===== config.mk =====
export PLATFORM = sky130hd
export DESIGN_NAME = boot_loader
export DESIGN_NICKNAME = d
export VERILOG_FILES = /design/src/rtl/boot_loader_pkg.sv /design/src/rtl/boot_loader_word_assembler.sv /design/src/rtl/boot_loader.sv
export SDC_FILE = /design/constraint.sdc
export NUM_CORES = 1
export LEC_CHECK = 0
export BUFFER_PORTS_ARGS = -buffer_cell sky130_fd_sc_hd__clkbuf_2
export CAP_MARGIN = 20
export CORE_MARGIN = 5
export CORE_UTILIZATION = 40
export DETAILED_ROUTE_END_ITERATION = 6
export PLACE_DENSITY = 0.59
export SYNTH_ARGS = -nofsm -noshare
export SYNTH_HDL_FRONTEND = slang
export SYNTH_SLANG_ARGS = --single-unit

===== constraint.sdc =====
create_clock -name clk -period 1.62 [get_ports clk]
set_input_delay 0 -clock clk [delete_from_list [all_inputs] [get_ports clk]]
set_output_delay 0 -clock clk [all_outputs]
set_load 0.02 [all_outputs]

===== src/rtl/boot_loader_pkg.sv =====
// boot_loader shared types.
// Frame field widths and loader FSM state encoding.
package boot_loader_pkg;

  typedef enum logic [2:0] {
    S_COUNT_HI,
    S_COUNT_LO,
    S_DATA,
    S_CSUM,
    S_DONE,
    S_ERROR
  } state_t;

  localparam int COUNT_W = 16;
  localparam int CSUM_W  = 8;

endpackage


===== src/rtl/boot_loader_word_assembler.sv =====
// word_assembler: packs bytes MSB-first into a word.
// word/word_valid already include the byte offered this cycle.
module word_assembler #(
  parameter int DATA_WIDTH = 32
) (
  input  logic                  clk,
  input  logic                  clr,
  input  logic                  byte_valid,
  input  logic [7:0]            byte_in,
  output logic                  word_valid,
  output logic [DATA_WIDTH-1:0] word
);

  localparam int BYTES = DATA_WIDTH / 8;
  localparam int CNT_W = (BYTES > 1) ? $clog2(BYTES) : 1;

  logic [DATA_WIDTH-1:0] shift_q, shift_d;
  logic [CNT_W-1:0]      cnt_q, cnt_d;

  assign word       = DATA_WIDTH'({shift_q, byte_in});
  assign word_valid = byte_valid && (cnt_q == CNT_W'(BYTES - 1));

  // Shift in accepted bytes; wrap the byte counter at a word boundary.
  always_comb begin
    shift_d = shift_q;
    cnt_d   = cnt_q;
    if (clr) begin
      shift_d = '0;
      cnt_d   = '0;
    end else if (byte_valid) begin
      shift_d = word;
      cnt_d   = word_valid ? '0 : cnt_q + CNT_W'(1);
    end
  end

  // Assembler state register.
  always_ff @(posedge clk) begin
    shift_q <= shift_d;
    cnt_q   <= cnt_d;
  end

endmodule


===== src/rtl/boot_loader.sv =====
// boot_loader: framed byte-stream program loader.
// Writes words from address 0, checks XOR sum, releases CPU.
module boot_loader
  import boot_loader_pkg::*;
#(
  parameter int ADDR_WIDTH = 8,
  parameter int DATA_WIDTH = 32
) (
  input  logic                  clk,
  input  logic                  rst,
  input  logic                  in_valid,
  input  logic [7:0]            in_data,
  output logic                  in_ready,
  output logic                  mem_we,
  output logic [ADDR_WIDTH-1:0] mem_addr,
  output logic [DATA_WIDTH-1:0] mem_wdata,
  output logic [ADDR_WIDTH:0]   words_loaded,
  output logic                  done,
  output logic                  error,
  output logic                  cpu_run
);

  localparam int IDX_W = ADDR_WIDTH + 1;

  state_t                state_q, state_d;
  logic [7:0]            hi_q, hi_d;
  logic [IDX_W-1:0]      n_q, n_d;
  logic [IDX_W-1:0]      idx_q, idx_d;
  logic [CSUM_W-1:0]     csum_q, csum_d;
  logic                  we_q, we_d;
  logic [ADDR_WIDTH-1:0] addr_q, addr_d;
  logic [DATA_WIDTH-1:0] wdata_q, wdata_d;
  logic                  rdy_q, rdy_d;

  logic                  xfer;
  logic [COUNT_W-1:0]    n_full;
  logic                  n_big;
  logic                  n_zero;
  logic                  asm_valid;
  logic                  asm_clr;
  logic                  word_valid;
  logic [DATA_WIDTH-1:0] word;
  logic                  last_word;

  assign xfer      = in_valid && rdy_q;
  assign n_full    = {hi_q, in_data};
  assign n_big     = 32'(n_full) > (32'd1 << ADDR_WIDTH);
  assign n_zero    = (n_full == '0);
  assign asm_valid = xfer && (state_q == S_DATA);
  assign asm_clr   = rst ||
                     (state_q == S_COUNT_LO &&
                      state_d == S_DATA);
  assign last_word = (idx_q + IDX_W'(1)) == n_q;

  word_assembler #(
    .DATA_WIDTH (DATA_WIDTH)
  ) u_asm (
    .clk        (clk),
    .clr        (asm_clr),
    .byte_valid (asm_valid),
    .byte_in    (in_data),
    .word_valid (word_valid),
    .word       (word)
  );

  // State and datapath registers; reset aborts any frame in flight.
  always_ff @(posedge clk) begin
    if (rst) begin
      state_q <= S_COUNT_HI;
      hi_q    <= '0;
      n_q     <= '0;
      idx_q   <= '0;
      csum_q  <= '0;
      we_q    <= 1'b0;
      addr_q  <= '0;
      wdata_q <= '0;
      rdy_q   <= 1'b0;
    end else begin
      state_q <= state_d;
      hi_q    <= hi_d;
      n_q     <= n_d;
      idx_q   <= idx_d;
      csum_q  <= csum_d;
      we_q    <= we_d;
      addr_q  <= addr_d;
      wdata_q <= wdata_d;
      rdy_q   <= rdy_d;
    end
  end

  // Frame sequencing: count, payload, checksum, then terminal.
  always_comb begin
    state_d = state_q;
    unique case (state_q)
      S_COUNT_HI: if (xfer) state_d = S_COUNT_LO;
      S_COUNT_LO: begin
        if (xfer) begin
          if (n_big)       state_d = S_ERROR;
          else if (n_zero) state_d = S_CSUM;
          else             state_d = S_DATA;
        end
      end
      S_DATA: begin
        if (asm_valid && word_valid && last_word)
          state_d = S_CSUM;
      end
      S_CSUM: begin
        if (xfer)
          state_d = (in_data == csum_q) ? S_DONE : S_ERROR;
      end
      default: state_d = state_q;
    endcase
  end

  // Count capture, checksum, write port and ready generation.
  always_comb begin
    hi_d    = hi_q;
    n_d     = n_q;
    idx_d   = idx_q;
    csum_d  = csum_q;
    we_d    = 1'b0;
    addr_d  = addr_q;
    wdata_d = wdata_q;
    rdy_d   = (state_d != S_DONE) && (state_d != S_ERROR);
    if (xfer && state_q == S_COUNT_HI) hi_d = in_data;
    if (xfer && state_q == S_COUNT_LO) n_d = IDX_W'(n_full);
    if (asm_valid) begin
      csum_d = csum_q ^ in_data;
      if (word_valid) begin
        we_d    = 1'b1;
        addr_d  = idx_q[ADDR_WIDTH-1:0];
        wdata_d = word;
        idx_d   = idx_q + IDX_W'(1);
      end
    end
  end

  assign in_ready     = rdy_q;
  assign mem_we       = we_q;
  assign mem_addr     = addr_q;
  assign mem_wdata    = wdata_q;
  assign words_loaded = idx_q;
  assign done         = (state_q == S_DONE);
  assign error        = (state_q == S_ERROR);
  assign cpu_run      = (state_q == S_DONE);

endmodule


==> results.sh, run 1 <==
export IMPL_outcome="complete, but fails checks"
export IMPL_violations="negative setup slack"
export IMPL_holdPathStages=2
export IMPL_coreArea_um2=10750
export IMPL_dieArea_um2=13020
export IMPL_rsz0062_at_grt="yes"
export IMPL_cp_max_fo=13
export IMPL_power_total_uw=4654
export IMPL_overflow=0
export IMPL_r2r_cells=7
export IMPL_gp_congestion=0.7914
export IMPL_synth_area_top_cells="dfxtp_1, nand2_1, a21oi_1"
export IMPL_syn_nets=533
export IMPL_required_ps=1890
export IMPL_place_hpwl_um=7766
export IMPL_cp_end_kind="flop"
export IMPL_grt_pass1_vias=3681
export IMPL_ir_drop_mv=0.4548
export IMPL_drive_above_1_share_pct=33.02
export IMPL_viasPerCell=4.946
export IMPL_postSynthAreaPerCell_um2=8.337
export IMPL_cts_buffer_depth=2
export IMPL_yosysMostFrequentCell="nand2_1"
export IMPL_grt_usage_pct=17.04
export IMPL_wl_per_cell_um=14.26
export IMPL_grt_max_degree=41
export IMPL_cts_tree="yes"
export IMPL_p_leak_uw=0.002181
export IMPL_final_area_um2=5746
export IMPL_start_kind="flop"
export IMPL_routed_via_count=3868
export IMPL_final_util_pct=53.47
export IMPL_nFillCells=1015
export IMPL_postPlaceCellArea_um2=5184
export IMPL_setup_violations=31
export IMPL_port_buffers=64
export IMPL_ys_types=42
export IMPL_area_delta_synth_final_pct=32.53
export IMPL_synth_top_area_cell="dfxtp_1"
export IMPL_fp_dieH_um=114.1
export IMPL_synthesis_area_um2=4335
export IMPL_relSlewSlack_pct=71.37
export IMPL_cts_num_sinks=105
export IMPL_grt_pass1_wl_um=17970
export IMPL_syn_inst=520
export IMPL_maxSlewViolCount=0
export IMPL_synthArstFlopShare_pct=0
export IMPL_cts_root_buffer="clkbuf_8"
export IMPL_fin_crit_ps=1942
export IMPL_crit_arrival_ps=2220
export IMPL_timing_final_crit_share_pct=119.9
export IMPL_synth_edf_count=0
export IMPL_antenna_found_initial=0
export IMPL_fmax_mhz=514.8
export IMPL_tightest_slew_ps=429.4
export IMPL_cts_made_buffers=9
export IMPL_yosysWarnings=0
export IMPL_hold_violations=0
export IMPL_ant_nets=0
export IMPL_fin_setup_tns_ps=-8352
export IMPL_wl_um=11160
export IMPL_antenna_cells=0
export IMPL_drv_cap=0
export IMPL_die_width_um=114.1
export IMPL_synth_common_cells="nand2_1, dfxtp_1, a21oi_1"
export IMPL_drt_initial_drc_count=221
export IMPL_start_util_pct=40.35
export IMPL_worst_slack_ps=-322.3
export IMPL_ys_seq_area_share_pct=48.48
export IMPL_hold_path_class="primary input to flop"
export IMPL_ys_flop_type="dfxtp_1"
export IMPL_drc_errors=0
export IMPL_io_pins=65
export IMPL_hold_slack_ps=35.38
export IMPL_critical_path_class="flop to flop"
export IMPL_nNetsFinal=650
export IMPL_ys_seq_elements=105
export IMPL_htreeDepth=3
export IMPL_dr_pass1_iters=4
export IMPL_clk_latency_ps=370
export IMPL_fp_row_count=38
export IMPL_clkTransAtPathRegs_ps=120
export IMPL_yosys_area_top_type_share_pct=48.48
export IMPL_skew_ps=13.88
export IMPL_pwr_density_cell_nw_per_um2=810.0
==> final timing paths <==
check                              from                            end  slack (ps)
max                hi_q[3]$_SDFFE_PP0P_  u_asm.shift_q[6]$_SDFFE_PP0P_        -320
min                                 rst          state_q[2]$_SDFF_PP0_          40
max reg2reg        hi_q[3]$_SDFFE_PP0P_  u_asm.shift_q[6]$_SDFFE_PP0P_        -320
min reg2reg  mem_wdata[29]$_SDFFE_PP0P_     mem_wdata[29]$_SDFFE_PP0P_         460
==> sequential cells by signal (all words and copies together) (netlist names) <==
signal	cells
u_asm.cnt_q	2
mem_wdata	32
csum_q	8
mem_we	1
n_q	9
words_loaded	9
state_q	3
u_asm.shift_q	24
hi_q	8
in_ready	1
mem_addr	8
==> layer usage <==
| layer | share of wire [%] | vias to the layer above | global-route usage [%] |
|---|---|---|---|
| met1 | 48 | 1809 | 23.45 |
| met2 | 45 | 79 | 26.50 |
| met5 | 0 | - | 0 |
| met3 | 4.4 | 19 | 2.801 |
| met4 | 2.3 | 0 | 7.284 |
| li1 | - | 1961 | - |
==> through the flow <==
step	setup slack, ps	instances
final	-322.3	782
after global routing	-441.7	782
after CTS	-328.9	775
after detailed placement	-291.4	753
after global placement	-245.7	753
after floorplan	-169.3	520
==> report_power, final <==
part           leakage, uW  switching, uW  total [uW]  internal [uW]
Clock            0.0000998           1050        1670            619
Combinational      0.00123            192         353            161
Sequential        0.000850           25.7        2630           2600
Total              0.00218           1270        4650           3380
==> critical path, cell delays in order (launching register included) <==
cell and delay [ps]:
dfxtp_2 340, or4_4 540, nor4_4 170, o2111ai_1 130
o211ai_1 150, a31o_2 270, clkbuf_16 200, a21oi_2 30
==> cell usage in the layout, fill, tap and decap left out, types with 5 or more instances in the layout <==
cell type	synthesis	layout
xor2_1	14	14
clkbuf_2	1	64
nand3_1	14	12
nor3_1	7	5
a21oi_1	64	59
a21oi_2	19	24
nand2_1	154	150
clkbuf_8	0	9
xnor2_1	20	20
mux2i_1	10	10
dfxtp_1	105	100
buf_4	1	60
buf_6	1	8
nor2_1	30	29
==> cell families (layout without fill, tap and decap cells) <==
| family | count (synthesis) | in the layout | share of synthesized area (%) |
|---|---|---|---|
| xor gates and xnor gates | 34 | 34 | 6.869 |
| and+or+nand+nor | 228 | 228 | 22.77 |
| muxes | 10 | 10 | 2.309 |
| buffers and inverters | 41 | 163 | 4.877 |
| DFF | 105 | 105 | 48.48 |
| adders and majority gates | 2 | 2 | 0.5771 |
| AOI/OAI and AO/OA | 100 | 100 | 14.11 |
==> final cells by class <==
cell class | instances | area [um^2] | area share [%]
Clock buffer | 9 | 123.9 | 2.156
Clock inverter | 7 | 80.08 | 1.394
Inverter | 4 | 15.01 | 0.2613
Multi-Input combinational cell | 374 | 2200 | 38.28
Sequential cell | 105 | 2116 | 36.82
Tap cell | 140 | 175.2 | 3.049
Timing Repair Buffer | 143 | 1036 | 18.03
==> repair_timing <==
action                                 in CTS  in global routing
gates resized for setup                    18                 33
setup buffers                               1                  5
setup endpoints to repair                  47                 66
cloned                                      1                  3
hold buffers                                4                  0
pin swaps                                   5                 18
endpoints found under the hold margin       4                  0
(Power assumes the default switching activity.)
==> run 2: changes to the inputs <==
- BUFFER_PORTS_ARGS: -buffer_cell sky130_fd_sc_hd__clkbuf_2 -> not set
- CORE_UTILIZATION: 40 -> 35
- DONT_BUFFER_PORTS: not set -> 1
- PLACE_DENSITY: 0.59 -> 0.48
==> run 2 against run 1 <==
  * The flow still finishes with violations (negative setup slack)
  * Worst setup slack improved by 36 ps
  * Critical path depth unchanged
  * Clock skew decreased by 5.0 ps
  * Clock-buffer cell count increased by 2
  * Global-route usage decreased by 0.54 points
  * Total power increased by 14%
  * Sequential power about the same
  * Non-clock buffer count decreased by 73
  * Routed wire length increased by 6.6%
  * Die area increased by 13%
==> results.sh, run 2 (synthesis gave the netlist of run 1 again) <==
export IMPL_fin_crit_ps=1906
export IMPL_wl_um=11900
export IMPL_cts_root_buffer="clkbuf_16"
export IMPL_ant_nets=0
export IMPL_port_buffers=0
export IMPL_cts_tree="yes"
export IMPL_cts_made_buffers=9
export IMPL_worst_slack_ps=-286.0
export IMPL_setup_violations=32
export IMPL_grt_usage_pct=16.50
export IMPL_layout_commonest_cell="nand2_1"
export IMPL_routed_via_count=3583
export IMPL_cts_buffer_depth=2
export IMPL_timing_final_crit_share_pct=117.7
export IMPL_cp_end_kind="flop"
export IMPL_cp_cell_sequence="or4_4 -> nor4_4 -> o2111ai_1 -> o211ai_1 -> a31o_4 -> buf_12 -> a21oi_1"
export IMPL_htreeDepth=3
export IMPL_violations="negative setup slack"
export IMPL_dr_pass1_iters=4
export IMPL_io_pins=65
export IMPL_place_hpwl_um=7358
export IMPL_drive_above_1_share_pct=28.70
export IMPL_cp_max_fo=13
export IMPL_holdPathStages=3
export IMPL_multi_input_area_um2=2318
export IMPL_hold_slack_ps=15.77
export IMPL_seq_area_um2=2112
export IMPL_nFillCells=1191
export IMPL_overflow=0
export IMPL_crit_arrival_ps=2150
export IMPL_viasPerCell=4.868
export IMPL_maxSlewViolCount=0
export IMPL_drc_errors=0
export IMPL_fp_row_count=40
export IMPL_skew_ps=8.908
export IMPL_power_total_uw=5282
export IMPL_start_kind="flop"
export IMPL_clkTransAtPathRegs_ps=70
export IMPL_hold_path_class="primary input to flop"
export IMPL_layout_common_cells="nand2_1, dfxtp_1, buf_4, a21oi_1, a21oi_2"
export IMPL_required_ps=1870
export IMPL_p_leak_uw=0.002028
export IMPL_final_util_pct=46.75
export IMPL_clk_latency_ps=360
export IMPL_pwr_density_cell_nw_per_um2=936.7
export IMPL_cts_num_sinks=105
export IMPL_grt_pass1_vias=3517
export IMPL_die_width_um=121.3
export IMPL_r2r_cells=7
export IMPL_slowest_delay_ps=540
export IMPL_dieArea_um2=14710
export IMPL_drv_cap=0
export IMPL_drt_initial_drc_count=143
export IMPL_outcome="complete, but fails checks"
export IMPL_crit_slowest_cell="or4_4"
export IMPL_grt_max_degree=80
export IMPL_ir_drop_mv=0.4327
export IMPL_critical_path_class="flop to flop"
export IMPL_gp_congestion=0.8077
export IMPL_area_delta_synth_final_pct=30.07
export IMPL_start_util_pct=35.94
export IMPL_tightest_slew_ps=437.5
export IMPL_antenna_cells=0
export IMPL_hold_violations=0
export IMPL_fp_dieH_um=121.3
export IMPL_rsz0062_at_grt="yes"
export IMPL_largest_reg_flops=32
export IMPL_nNetsFinal=577
export IMPL_coreArea_um2=12060
export IMPL_antenna_found_initial=0
export IMPL_wl_per_cell_um=16.16
export IMPL_fmax_mhz=524.7
export IMPL_relSlewSlack_pct=70.84
export IMPL_grt_pass1_wl_um=18740
run 2: worst max-delay path: cells and delay by family (launching register included):
kind / cells / cell delay, ps
buffers and inverters: 1 / 160
AO/OA/AOI/OAI: 4 / 620
AND/OR/NAND/NOR: 2 / 700
flip-flops: 1 / 310
run 2: per-stage QoR:
stage,TNS [ps],std cells,setup WS (ps),instance area [um^2]
floorplan,-3819,520,-169.3,4349
global placement,-6612,706,-254.7,4803
detailed placement,-7433,706,-294.7,4803
CTS,-7102,733,-275.9,5353
global route,-11210,736,-385.5,5639
finish,-7580,736,-286.0,5639
run 2: final cells by class:
type | instances | share of cell area [%]
well taps | 168 | 3.728
flip-flops and latches | 105 | 37.45
multi-input cells | 374 | 41.11
inverters | 4 | 0.2663
repair buffers | 70 | 11.94
clock inverters | 4 | 1.376
clock buffers | 11 | 4.127
run 2: per-layer routing:
| metal | vias to the layer above | wire [um] | part of all wire [%] | GRT usage, % |
|---|---|---|---|---|
| li1 | 1812 | - | - | - |
| met1 | 1680 | 5504 | 46 | 21.79 |
| met2 | 71 | 5376 | 45 | 24.66 |
| met3 | 20 | 729 | 6.1 | 4.429 |
| met4 | 0 | 284 | 2.4 | 8.333 |
| met5 | - | 0 | 0 | 0 |
run 2: final timing paths:
path	from	end	slack, ps
max	hi_q[3]$_SDFFE_PP0P_	u_asm.shift_q[17]$_SDFFE_PP0P_	-290
min	rst	u_asm.shift_q[2]$_SDFFE_PP0P_	20
max reg2reg	hi_q[3]$_SDFFE_PP0P_	u_asm.shift_q[17]$_SDFFE_PP0P_	-290
min reg2reg	hi_q[3]$_SDFFE_PP0P_	hi_q[3]$_SDFFE_PP0P_	460
run 2: power breakdown:
| group | switching (uW) | internal, uW | leakage, uW |
|---|---|---|---|
| Combinational | 177 | 148 | 0.00103 |
| Clock | 971 | 1360 | 0.000150 |
| Sequential | 25.3 | 2600 | 0.000850 |
| Total | 1170 | 4110 | 0.00203 |
run 2: what timing repair did:
item	4_1_cts	5_1_grt
buffers inserted	1	1
hold buffers	10	0
endpoints found under the setup margin	45	94
gates resized for setup	21	67
cloned	1	2
endpoints found under the hold margin	87	0
pin swaps	10	30
